<file path="config.mk">
export PLATFORM = sky130hd
export DESIGN_NAME = writeback_arbiter
export DESIGN_NICKNAME = d
export VERILOG_FILES = /design/src/rtl/writeback_arbiter.sv
export SDC_FILE = /design/constraint.sdc
export NUM_CORES = 1
export LEC_CHECK = 0
export CAP_MARGIN = 20
export CORE_AREA = 2 2 100 175
export DETAILED_ROUTE_END_ITERATION = 12
export DIE_AREA = 0 0 102 177
export GPL_ROUTABILITY_DRIVEN = 1
export GPL_TIMING_DRIVEN = 0
export PLACE_DENSITY = 0.9
export SYNTH_ARGS = -nofsm -noshare
export SYNTH_HDL_FRONTEND = slang
export SYNTH_SLANG_ARGS = --single-unit
</file>
<file path="constraint.sdc">
create_clock -name clk -period 5.5 [get_ports clk]
set_clock_uncertainty 0.15 [all_clocks]
set_input_delay 1.1 -clock clk [delete_from_list [all_inputs] [get_ports clk]]
set_output_delay 1.1 -clock clk [all_outputs]
set_load 0.005 [all_outputs]
</file>
<file path="src/rtl/writeback_arbiter.sv">
// Register file write-port arbiter: merges the in-order pipeline writeback with
// a FIFO-buffered multi-cycle result stream, and exports a pending-destination mask.
module writeback_arbiter #(
    parameter int DEPTH      = 4,
    parameter int STARVE_LIM = 8,
    parameter int DATA_W     = 32
) (
    input  logic                    clk,
    input  logic                    rst_n,
    input  logic                    pipe_valid,
    input  logic [4:0]              pipe_rd,
    input  logic [DATA_W-1:0]       pipe_data,
    output logic                    pipe_stall,
    input  logic                    mc_valid,
    output logic                    mc_ready,
    input  logic [4:0]              mc_rd,
    input  logic [DATA_W-1:0]       mc_data,
    output logic [4:0]              rd,
    output logic                    wr_en,
    output logic [DATA_W-1:0]       rd_value,
    output logic [31:0]             pend_mask,
    output logic [$clog2(DEPTH):0]  fifo_count
);

    localparam int PW = $clog2(DEPTH);
    localparam int CW = PW + 1;
    localparam int SW = $clog2(STARVE_LIM + 1);

    logic [4:0]        rd_mem   [DEPTH];
    logic [DATA_W-1:0] data_mem [DEPTH];
    logic [PW-1:0]     wr_ptr;
    logic [PW-1:0]     rd_ptr;
    logic [CW-1:0]     cnt;
    logic [SW-1:0]     starve_cnt;

    logic fifo_ne;
    logic push;
    logic pop;
    logic pipe_win;
    logic [PW-1:0] off;

    assign fifo_count = cnt;
    assign fifo_ne    = (cnt != '0);
    assign mc_ready   = (cnt < CW'(DEPTH));

    // Destination 0 completes the handshake but is dropped: x0 is never written.
    assign push       = mc_valid & mc_ready & (mc_rd != 5'd0);

    // Stage p0: combinational arbitration
    assign pipe_stall = (starve_cnt == SW'(STARVE_LIM));
    assign pipe_win   = ~pipe_stall & pipe_valid & (pipe_rd != 5'd0);
    assign pop        = fifo_ne & ~pipe_win;

    always_comb begin
        pend_mask = '0;
        off       = '0;
        for (int i = 0; i < DEPTH; i++) begin
            off = PW'(i) - rd_ptr;
            if ({1'b0, off} < cnt)
                pend_mask[rd_mem[i]] = 1'b1;
        end
        pend_mask[0] = 1'b0;
    end

    always_ff @(posedge clk) begin
        if (push) begin
            rd_mem[wr_ptr]   <= mc_rd;
            data_mem[wr_ptr] <= mc_data;
        end
    end

    // Stage p1: FIFO bookkeeping and registered write port
    always_ff @(posedge clk or negedge rst_n) begin
        if (!rst_n) begin
            wr_ptr     <= '0;
            rd_ptr     <= '0;
            cnt        <= '0;
            starve_cnt <= '0;
            rd         <= '0;
            wr_en      <= 1'b0;
            rd_value   <= '0;
        end else begin
            if (push)
                wr_ptr <= wr_ptr + PW'(1);
            if (pop)
                rd_ptr <= rd_ptr + PW'(1);

            case ({push, pop})
                2'b10:   cnt <= cnt + CW'(1);
                2'b01:   cnt <= cnt - CW'(1);
                default: cnt <= cnt;
            endcase

            if (!fifo_ne || pop)
                starve_cnt <= '0;
            else if (pipe_win)
                starve_cnt <= starve_cnt + SW'(1);

            if (pipe_win) begin
                wr_en    <= 1'b1;
                rd       <= pipe_rd;
                rd_value <= pipe_data;
            end else if (pop) begin
                wr_en    <= 1'b1;
                rd       <= rd_mem[rd_ptr];
                rd_value <= data_mem[rd_ptr];
            end else begin
                wr_en    <= 1'b0;
            end
        end
    end

endmodule

</file>
==> summary.md <==
| Metric | Value |
|---|---|
| Largest net degree at the start of global routing | 31 |
| Hold Path Class | reg2reg |
| Die Width | 102 um |
| Vias per inst | 6.27 |
| Psw | 0.00186 W |
| Most frequent cells after synthesis | 148 x edfxtp_1, 89 x nand2_1, 49 x dfrtp_1 |
| CTS Buf Count | 17 |
| Critical path data required time | 4.25 ns |
| Slowest-stage cell, CP | clkdlybuf4s50_1 |
| Yosys top cell area share | 0.492 |
| Critical Path Source Type | register |
| Clock root cell | clkbuf_16 |
| Sequential share of the synthesized area | 0.628 |
| Final Util | 0.691 |
| Syn Area/Cell | 13.9 sq um |
| Cells after Synth | 648 |
| CP arrival | 3.78 ns |
| Ant diodes | 0 |
| Postcts setup bufs | 0 |
| Port bufs | 151 |
| Starting DRT DRC Count | 514 |
| Int Power | 0.00358 W |
| Cts repair resizes | 0 |
| Worst ir drop on vdd | 0.000291 V |
| Net Sw Frac | 0.342 |
| Post-route ant nets | 0 |
| Detailed placement HPWL | 17.9 mm |
| Dominant cells by area after synthesis | edfxtp_1 49%, dfrtp_1 14%, mux4_2 9.2% |
| Pwr dens | 471 nW/um^2 |
| Synthesized Nets | 738 |
| Layout cells sized above 1 | 0.135 |
| Worst setup path class | reg2out |
| Final Cycle Share | 0.914 |
| Endpoint class of the critical path | output pin |
| Leakage | 4.01 nW |
| Distinct cells, synth | 52 |
| CTS Sinks | 197 |
| TritonCTS clock tree | yes |
| Area Overhead vs Synth | 28.0% |
| Total gr overflow | 0 |
| YS warnings | 0 |
| Via count | 6665 |
| Total Power | 0.00545 W |
| Fin crit period | 5.03 ns |
| Overall routed net length | 25.3 mm |
| Top Ports | 153 |
| Final-report max-slew violation count | 0 |
| Initial antenna violation count | 0 |
| Top_reg_cell synth | edfxtp_1 |
| Clk_lat worst skew | 0.44 ns |
| Endpoints failing setup | 0 |
| Slew margin rel. | 0.452 |
| Slew @ Worst Pin | 0.815 ns |
| RSZ-0062 raised after global routing | no |
| Initial DRT Pass Iterations | 5 |
| Drt wl/cell | 23.8 um |
| Core footprint | 16700 sq um |
| Combinational share of power | 0.386 |
| Top-count cell post-synth | edfxtp_1 |
| Yosys reg bits | 197 |
| Async SR Flop Fraction | 0.249 |
| Starting Density | 0.540 |
| H-tree depth | 4 |
| Clock Tree Buf Depth | 2 |
| CP max stage delay | 0.56 ns |
| Max frequency | 0.199 GHz |
| First-pass GRT wire length | 38.3 mm |
| RD Place Congestion | 0.982 |
| CP cell instances | buf_1, xor2_1, inv_1, ha_1, nand2b_1, clkbuf_1, o2111ai_1, o2bb2a_1, o211ai_1, clkdlybuf4s50_1 |
| Die H | 177 um |
| Clock transition at the registers of the reported paths | 0.07 ns |
| GRT Util Overall | 0.290 |
| Final Hold Vio Count | 0 |
| Clock network power share | 0.236 |
| Sequential power share | 0.378 |
| Die area | 18100 sq um |
| Status | finished, final reports clean |
| Synth area leader | edfxtp_1 |
| EDFF count, synth | 148 |
| Vias in the first global route | 6678 |
| Total of max-cap violations | 0 |
| DR DRC count | 0 |
| Synthesized area | 9030 sq um |
| Hold buffers post-CTS | 0 |
| CP max FO | 10 |
| Fin Setup TNS | 0 ns |
| Final nets | 913 |
| FP Rows | 63 |
==> path summary, 6_finish.rpt <==
check | from | to | slack (ns) | depth (start not counted)
max in group asynchronous | rst_n | rd_value[16] | 4.11 | 2
max reg2reg | fifo_count[2] | fifo_count[2] | 2.50 | 11
min in group asynchronous | rst_n | rd_value[31] | 0.50 | 1
min reg2reg | starve_cnt[0] | starve_cnt[0] | 0.36 | 1
max | rd_ptr[1] | pend_mask[30] | 0.47 | 10
min | starve_cnt[0] | starve_cnt[0] | 0.36 | 1
==> worst max-delay path, delay by kind of cell, from the launching register on <==
kind | cells | cell delay [ns]
buf+inv | 4 | 1.49
flops | 1 | 0.44
compound gates | 3 | 0.79
xor+xnor | 1 | 0.26
fa+ha+maj | 1 | 0.28
simple gates | 1 | 0.08
==> cell usage in the layout (no fill, tap or decap), types with 5 or more instances in the layout <==
cell | Yosys | routed
xnor2_1 | 5 | 5
nor2b_1 | 19 | 19
o2111a_1 | 7 | 7
nor2_1 | 45 | 45
a31oi_1 | 35 | 35
dfrtp_1 | 49 | 49
a32oi_1 | 5 | 5
clkdlybuf4s50_1 | 0 | 150
mux4_2 | 37 | 37
a2111oi_2 | 5 | 5
inv_1 | 16 | 16
and2_1 | 10 | 6
a22oi_1 | 18 | 18
buf_2 | 15 | 16
nand2b_1 | 17 | 17
o2111ai_1 | 8 | 8
ha_1 | 11 | 11
o221ai_1 | 26 | 26
edfxtp_1 | 148 | 148
clkbuf_16 | 0 | 17
nand2_1 | 89 | 89
buf_1 | 6 | 6
inv_6 | 0 | 5
nand3_1 | 7 | 7
clkbuf_1 | 16 | 16
==> registers in the layout, indices dropped and copies added (netlist names) <==
signal	count
data_mem	128
rd_value	32
rd_mem	20
rd	5
starve_cnt	4
fifo_count	3
rd_ptr	2
wr_ptr	2
wr_en	1
==> area by class of cell <==
cell class | count | area, sq um
fillers | 1110 | 5160
repair buffers | 156 | 1610
flip-flops and latches | 197 | 5670
clock inverters | 14 | 184
inverters | 16 | 60.1
clock buffers | 18 | 439
well taps | 227 | 284
plain buffers | 40 | 180
multi-input cells | 395 | 3120
==> cell families after synthesis <==
group | count (synthesis) | synth area share
simple gates | 209 | 0.109
mux | 37 | 0.0923
other cells | 1 | 0.000415
buf+inv | 56 | 0.0266
xor+xnor | 9 | 0.00873
flops | 197 | 0.628
fa+ha+maj | 12 | 0.0175
compound gates | 127 | 0.117
==> power groups by stage <==
stage,registers [W],logic [W],clock network [W]
CTS,0.00206,0.00209,0.00130
detailed placement,0.00208,0.00206,0
global placement,0.00207,0.00197,0
global route,0.00208,0.00226,0.00134
finish,0.00206,0.00210,0.00129
floorplan,0.00205,0.00121,0
==> stage by stage <==
stage               setup slack, ns  hold slack [ns]  cell area (sq um)  instances
floorplan                      2.10            0.315               9030        648
global placement               1.03            0.347              10800       1026
detailed placement            0.965            0.351              10900       1031
CTS                           0.494            0.360              11600       1063
global route                  0.284            0.386              11600       1063
finish                        0.474            0.362              11600       1063
==> per-layer routing <==
layer / wire, um / GRT usage
met1: 8610 / 0.340
met3: 1670 / 0.0521
met2: 13400 / 0.490
met5: 0 / 0
met4: 1660 / 0.172
No activity file was read; power rests on OpenSTA's default activity.
